File: config.mk
export PLATFORM = sky130hd
export DESIGN_NAME = multadd_seq_flat
export DESIGN_NICKNAME = d
export VERILOG_FILES = /design/src/rtl/multadd_seq_if.sv /design/src/rtl/multadd_seq.sv /design/src/flat_wrapper.sv
export SDC_FILE = /design/constraint.sdc
export NUM_CORES = 1
export LEC_CHECK = 0
export CELL_PAD_IN_SITES_DETAIL_PLACEMENT = 0
export CELL_PAD_IN_SITES_GLOBAL_PLACEMENT = 1
export CORE_ASPECT_RATIO = 0.6
export CORE_MARGIN = 8
export CORE_UTILIZATION = 40
export DETAILED_ROUTE_END_ITERATION = 6
export PLACE_DENSITY_LB_ADDON = 0.1
export SLEW_MARGIN = 20
export SYNTH_ARGS = -nofsm -noshare
export SYNTH_HDL_FRONTEND = slang
export SYNTH_SLANG_ARGS = --single-unit
File: constraint.sdc
create_clock -name clk -period 5 [get_ports clk]
set_clock_uncertainty 0.2 [all_clocks]
set_input_delay 1 -clock clk [delete_from_list [all_inputs] [get_ports clk]]
set_output_delay 1 -clock clk [all_outputs]
set_load 0.05 [all_outputs]
File: src/rtl/multadd_seq_if.sv
// Operand/result handshake bundle for multadd_seq: valid/ready in, valid/ready out.
interface multadd_seq_if #(
  parameter int W = 10
);
  logic         in_valid;
  logic         in_ready;
  logic [W-1:0] x1;
  logic [W-1:0] x2;
  logic [W-1:0] x3;
  logic         out_valid;
  logic         out_ready;
  logic [W-1:0] y;
  logic         ovf;

  modport master (
    output in_valid, x1, x2, x3, out_ready,
    input  in_ready, out_valid, y, ovf
  );

  modport slave (
    input  in_valid, x1, x2, x3, out_ready,
    output in_ready, out_valid, y, ovf
  );
endinterface

File: src/rtl/multadd_seq.sv
// Sequential y = x1*x2 + x3 with a one-bit-per-cycle shift-add multiplier.
// Define MULTADD_SAT_EN to clamp y to all-ones whenever ovf is raised.
module multadd_seq #(
  parameter int W    = 10,
  parameter int FRAC = 0
) (
  input logic          clk,
  input logic          reset,
  multadd_seq_if.slave bus
);
  localparam int CW = (W > 1) ? $clog2(W) : 1;

  typedef enum logic [1:0] {IDLE, MUL, ADD, DONE} state_t;

  state_t         state_q, state_d;
  logic [W-1:0]   x1_q, x1_d;
  logic [W-1:0]   x2_q, x2_d;
  logic [W-1:0]   x3_q, x3_d;
  logic [2*W-1:0] acc_q, acc_d;
  logic [CW-1:0]  count_q, count_d;
  logic [W-1:0]   y_q, y_d;
  logic           ovf_q, ovf_d;
  logic           outValid_q, outValid_d;

  logic [2*W-1:0] partial;
  logic [W:0]     prodSlice;
  logic [W:0]     sum;
  logic           ovfRaw;

  // Scaled product plus addend; overflow covers dropped high product bits and the add carry.
  always_comb begin
    partial   = {{W{1'b0}}, x1_q} << count_q;
    prodSlice = {1'b0, acc_q[W-1+FRAC:FRAC]};
    sum       = prodSlice + {1'b0, x3_q};
    ovfRaw    = (acc_q[2*W-1:W+FRAC] != '0) | sum[W];
  end

  always_comb begin
    state_d    = state_q;
    x1_d       = x1_q;
    x2_d       = x2_q;
    x3_d       = x3_q;
    acc_d      = acc_q;
    count_d    = count_q;
    y_d        = y_q;
    ovf_d      = ovf_q;
    outValid_d = outValid_q;

    case (state_q)
      IDLE: begin
        if (bus.in_valid) begin
          x1_d    = bus.x1;
          x2_d    = bus.x2;
          x3_d    = bus.x3;
          acc_d   = '0;
          count_d = '0;
          state_d = MUL;
        end
      end
      MUL: begin
        if (x2_q[count_q]) begin
          acc_d = acc_q + partial;
        end
        count_d = count_q + CW'(1);
        if (count_q == CW'(W - 1)) begin
          state_d = ADD;
        end
      end
      ADD: begin
`ifdef MULTADD_SAT_EN
        y_d = ovfRaw ? {W{1'b1}} : sum[W-1:0];
`else
        y_d = sum[W-1:0];
`endif
        ovf_d      = ovfRaw;
        outValid_d = 1'b1;
        state_d    = DONE;
      end
      DONE: begin
        if (bus.out_ready) begin
          outValid_d = 1'b0;
          state_d    = IDLE;
        end
      end
      default: state_d = IDLE;
    endcase
  end

  always_ff @(posedge clk or posedge reset) begin
    if (reset) begin
      state_q    <= IDLE;
      x1_q       <= '0;
      x2_q       <= '0;
      x3_q       <= '0;
      acc_q      <= '0;
      count_q    <= '0;
      y_q        <= '0;
      ovf_q      <= 1'b0;
      outValid_q <= 1'b0;
    end else begin
      state_q    <= state_d;
      x1_q       <= x1_d;
      x2_q       <= x2_d;
      x3_q       <= x3_d;
      acc_q      <= acc_d;
      count_q    <= count_d;
      y_q        <= y_d;
      ovf_q      <= ovf_d;
      outValid_q <= outValid_d;
    end
  end

  assign bus.in_ready  = (state_q == IDLE);
  assign bus.out_valid = outValid_q;
  assign bus.y         = y_q;
  assign bus.ovf       = ovf_q;
endmodule

File: src/flat_wrapper.sv
// flat-port wrapper written by rule: the top's interface ports become plain ports
module multadd_seq_flat 
#(
  parameter int W    = 10,
  parameter int FRAC = 0
)
  (clk, reset, bus_in_valid, bus_x1, bus_x2, bus_x3, bus_out_ready, bus_in_ready, bus_out_valid, bus_y, bus_ovf);
  multadd_seq_if #(.W(W)) bus_i ();
  input logic clk;
  input logic reset;
  input wire logic [$bits(bus_i.in_valid)-1:0] bus_in_valid;
  input wire logic [$bits(bus_i.x1)-1:0] bus_x1;
  input wire logic [$bits(bus_i.x2)-1:0] bus_x2;
  input wire logic [$bits(bus_i.x3)-1:0] bus_x3;
  input wire logic [$bits(bus_i.out_ready)-1:0] bus_out_ready;
  output wire logic [$bits(bus_i.in_ready)-1:0] bus_in_ready;
  output wire logic [$bits(bus_i.out_valid)-1:0] bus_out_valid;
  output wire logic [$bits(bus_i.y)-1:0] bus_y;
  output wire logic [$bits(bus_i.ovf)-1:0] bus_ovf;
  assign bus_i.in_valid = bus_in_valid;
  assign bus_i.x1 = bus_x1;
  assign bus_i.x2 = bus_x2;
  assign bus_i.x3 = bus_x3;
  assign bus_i.out_ready = bus_out_ready;
  assign bus_in_ready = bus_i.in_ready;
  assign bus_out_valid = bus_i.out_valid;
  assign bus_y = bus_i.y;
  assign bus_ovf = bus_i.ovf;
  multadd_seq #(.W(W), .FRAC(FRAC)) u_core (.clk(clk), .reset(reset), .bus(bus_i));
endmodule
==> reports/qor.txt <==
status -> completed
Setup CP Type -> flip-flop to flip-flop
worst-margin pin slew -> 0.901 ns
Final #Nets -> 570
Mapped Avg Cell Area -> 9.93 sq um
gr usage total -> 0.155
most common cell in the netlist -> dfrtp_1
Hold Path Origin -> u_core.bus.y[4]$_DFFE_PP0P_
CTS tree -> done
IO Port Bufs -> 46
area delta synth->final -> 22.0%
Initial Util -> 0.406
pwr dens -> 757 nW/um^2
GRT overflow -> 0
setup repair after global routing missed its margin -> false
drt drc -> 0
Buf+Inv Stages, Crit Path -> 0
setup TNS -> 0 ns
row count -> 30
Slew Viols, Final -> 0
Worst-Skew Late Latency -> 0.33 ns
Syn Inst Count -> 457
initial antenna violation count -> 0
Reg2Reg Setup Slack -> 0.97 ns
largest net degree at the start of global routing -> 51
Post-synth top flop -> dfrtp_1
crit end category -> flip-flop
H-tree depth -> 3
Die H -> 98.5 microns
vias -> 3,567
most frequent CP cell -> a21oi_1
post-synthesis register bit count -> 68
main area contributors after synthesis -> dfrtp_1 (38%), mux2_2 (10%), ha_1 (9.7%)
Hold Path Sink -> u_core.bus.y[4]$_DFFE_PP0P_
hold depth -> 1
Crit path max-delay family -> compound AO/OA/AOI/OAI gates
Setup Fix Bufs, Post-CTS -> 0
Mapped Area -> 4540 sq um
crit path time final -> 4.03 ns
detailed placer's ending HPWL -> 8.64 mm
CP max FO -> 21
CP startpoint kind -> flip-flop
post-synthesis sequential area ratio -> 0.375
vias in the first global route -> 3,492
die width -> 153 microns
Synthesis Warnings -> 0
CP max stage delay -> 0.84 ns
Post-CTS Hold Buffers -> 0
Synth top area share -> 0.375
ANT cells -> 0
layout cells sized above 1 -> 0.145
die area -> 15,100 sq um
fmax -> 248 MHz
post-route clock period utilization -> 0.806
clk root buf -> clkbuf_16
CTS Sinks -> 68
final hold vios -> 0
Critical Path RT -> 5.02 ns
core box area -> 11,200 sq um
r2r endpoint -> u_core.acc_q[17]$_DFFE_PP0P_
Pre-Repair DR Iteration Count -> 5
clk buf depth -> 2
max-cap viol count -> 0
Clock Pin Slew Worst Setup and Hold Paths -> 0.06 ns
Cell variety after synth -> 52
Worst VDD drop -> 0.244 mV
Pleak -> 2.49 nW
syn_nets -> 528
ANT nets after route -> 0
CP max-delay cell -> dfrtp_1
post-layout util -> 0.495
drt total wl -> 11.3 mm
worst rel slew slack -> 0.399
initial DRC count -> 288
post_cts resized -> 0
first-pass GRT wire length -> 18.8 mm
class of the worst hold path -> flip-flop to flip-flop
EDFF count, synth -> 0
Setup violations, final -> 0
drt wl/cell -> 17.4 microns
Post-synth top cells -> dfrtp_1 (68), mux2_2 (41), nand2_1 (38), ha_1 (35), o21ai_0 (35)
CTS buffer count -> 9
Final Wtd Congestion -> 0.885
Via density -> 5.50
# IOs -> 47
worst path arrival time -> 4.05 ns
Async S/R FF share, synth -> 1.00
cell depth of the worst flop-to-flop path -> 14
Yosys top cell by area -> dfrtp_1
CP Cell Sequence -> mux2i_1, nor2_1, a31oi_1, o21ai_0, and2_1, ha_1, a21oi_1, or3_1, a21oi_1, a211oi_1, nor3b_1, a21oi_1, xor2_1, a22o_1
r2r startpoint -> u_core.count_q[1]$_DFFE_PP0P_
==> final cells by class <==
cell class / count / area (sq um)
Tap cell: 144 / 180
Timing Repair Buffer: 51 / 498
Multi-Input combinational cell: 349 / 2680
Inverter: 20 / 76.3
Clock buffer: 10 / 239
Clock inverter: 6 / 159
Fill cell: 1045 / 5650
Sequential cell: 68 / 1700
==> registers in the layout, indices dropped and copies added, names as in the netlist <==
| register | cells |
|---|---|
| u_core.x3_q | 10 |
| u_core.count_q | 4 |
| u_core.bus.ovf | 1 |
| u_core.state_q | 2 |
| u_core.bus.y | 10 |
| u_core.x1_q | 10 |
| u_core.acc_q | 20 |
| u_core.bus.out_valid | 1 |
| u_core.x2_q | 10 |
==> routing by layer <==
| metal | up-vias | GRT usage | share of wire |
|---|---|---|---|
| met5 | - | 0 | 0 |
| met4 | 0 | 0.0315 | 0.0052 |
| met3 | 5 | 0.0467 | 0.069 |
| met2 | 98 | 0.211 | 0.39 |
| met1 | 1702 | 0.232 | 0.54 |
| li1 | 1762 | - | - |
==> cells by family after synthesis <==
| logic type | count (synthesis) | share of synthesized area |
|---|---|---|
| adder cells (fa/ha/maj) | 37 | 0.105 |
| AO/OA/AOI/OAI | 129 | 0.193 |
| flip-flops | 68 | 0.375 |
| buffers and inverters | 40 | 0.0345 |
| AND/OR/NAND/NOR | 108 | 0.112 |
| XOR/XNOR | 19 | 0.0367 |
| multiplexers | 56 | 0.143 |
==> worst reg2reg max path, cell delays in order (launching register included) <==
cell      delay, ns
dfrtp_1        0.84
mux2i_1        0.31
nor2_1         0.06
a31oi_1        0.28
o21ai_0        0.15
and2_1         0.20
ha_1           0.36
a21oi_1        0.24
or3_1          0.15
a21oi_1        0.07
a211oi_1       0.37
nor3b_1        0.22
a21oi_1        0.10
xor2_1         0.16
a22o_1         0.20
==> cells in the final DEF, fill, tap and decap left out, types with 11 or more instances in the layout <==
master,count
a22o_1,19
dfrtp_1,68
mux2i_1,12
inv_1,18
nor2_1,25
ha_1,35
mux2_2,41
a21oi_1,24
xnor2_1,11
o21ai_0,35
clkdlybuf4s50_1,46
nand2_1,38
==> metrics by stage <==
step	std cells	setup slack, ns	instance area [sq um]	hold slack [ns]	power, mW
5_1_grt	648	0.557	5530	0.301	4.53
4_1_cts	648	0.993	5530	0.281	4.21
3_5_place_dp	632	0.974	5130	0.268	3.34
3_3_place_gp	632	1.00	5130	0.267	3.33
6_report	648	0.969	5530	0.276	4.19
2_1_floorplan	457	1.42	4540	0.274	2.75
==> power by group <==
group | switching [mW] | internal [mW] | total (mW)
Sequential | 0.232 | 0.793 | 1.02
Combinational | 1.30 | 1.01 | 2.31
Clock | 0.252 | 0.603 | 0.855
==> how the worst max path moves through the flow <==
stage	slack, ns	to	from	depth (start not counted)
6_report	0.97	u_core.acc_q[17]$_DFFE_PP0P_	u_core.count_q[1]$_DFFE_PP0P_	14
5_1_grt	0.56	u_core.acc_q[19]$_DFFE_PP0P_	u_core.count_q[1]$_DFFE_PP0P_	12
4_1_cts	0.99	u_core.acc_q[16]$_DFFE_PP0P_	u_core.count_q[1]$_DFFE_PP0P_	14
3_5_place_dp	0.97	u_core.acc_q[16]$_DFFE_PP0P_	u_core.count_q[1]$_DFFE_PP0P_	14
3_3_place_gp	1.00	u_core.acc_q[17]$_DFFE_PP0P_	u_core.count_q[1]$_DFFE_PP0P_	13
2_1_floorplan	1.42	u_core.acc_q[16]$_DFFE_PP0P_	u_core.count_q[0]$_DFFE_PP0P_	16
Power figures use the tool's default switching activity.
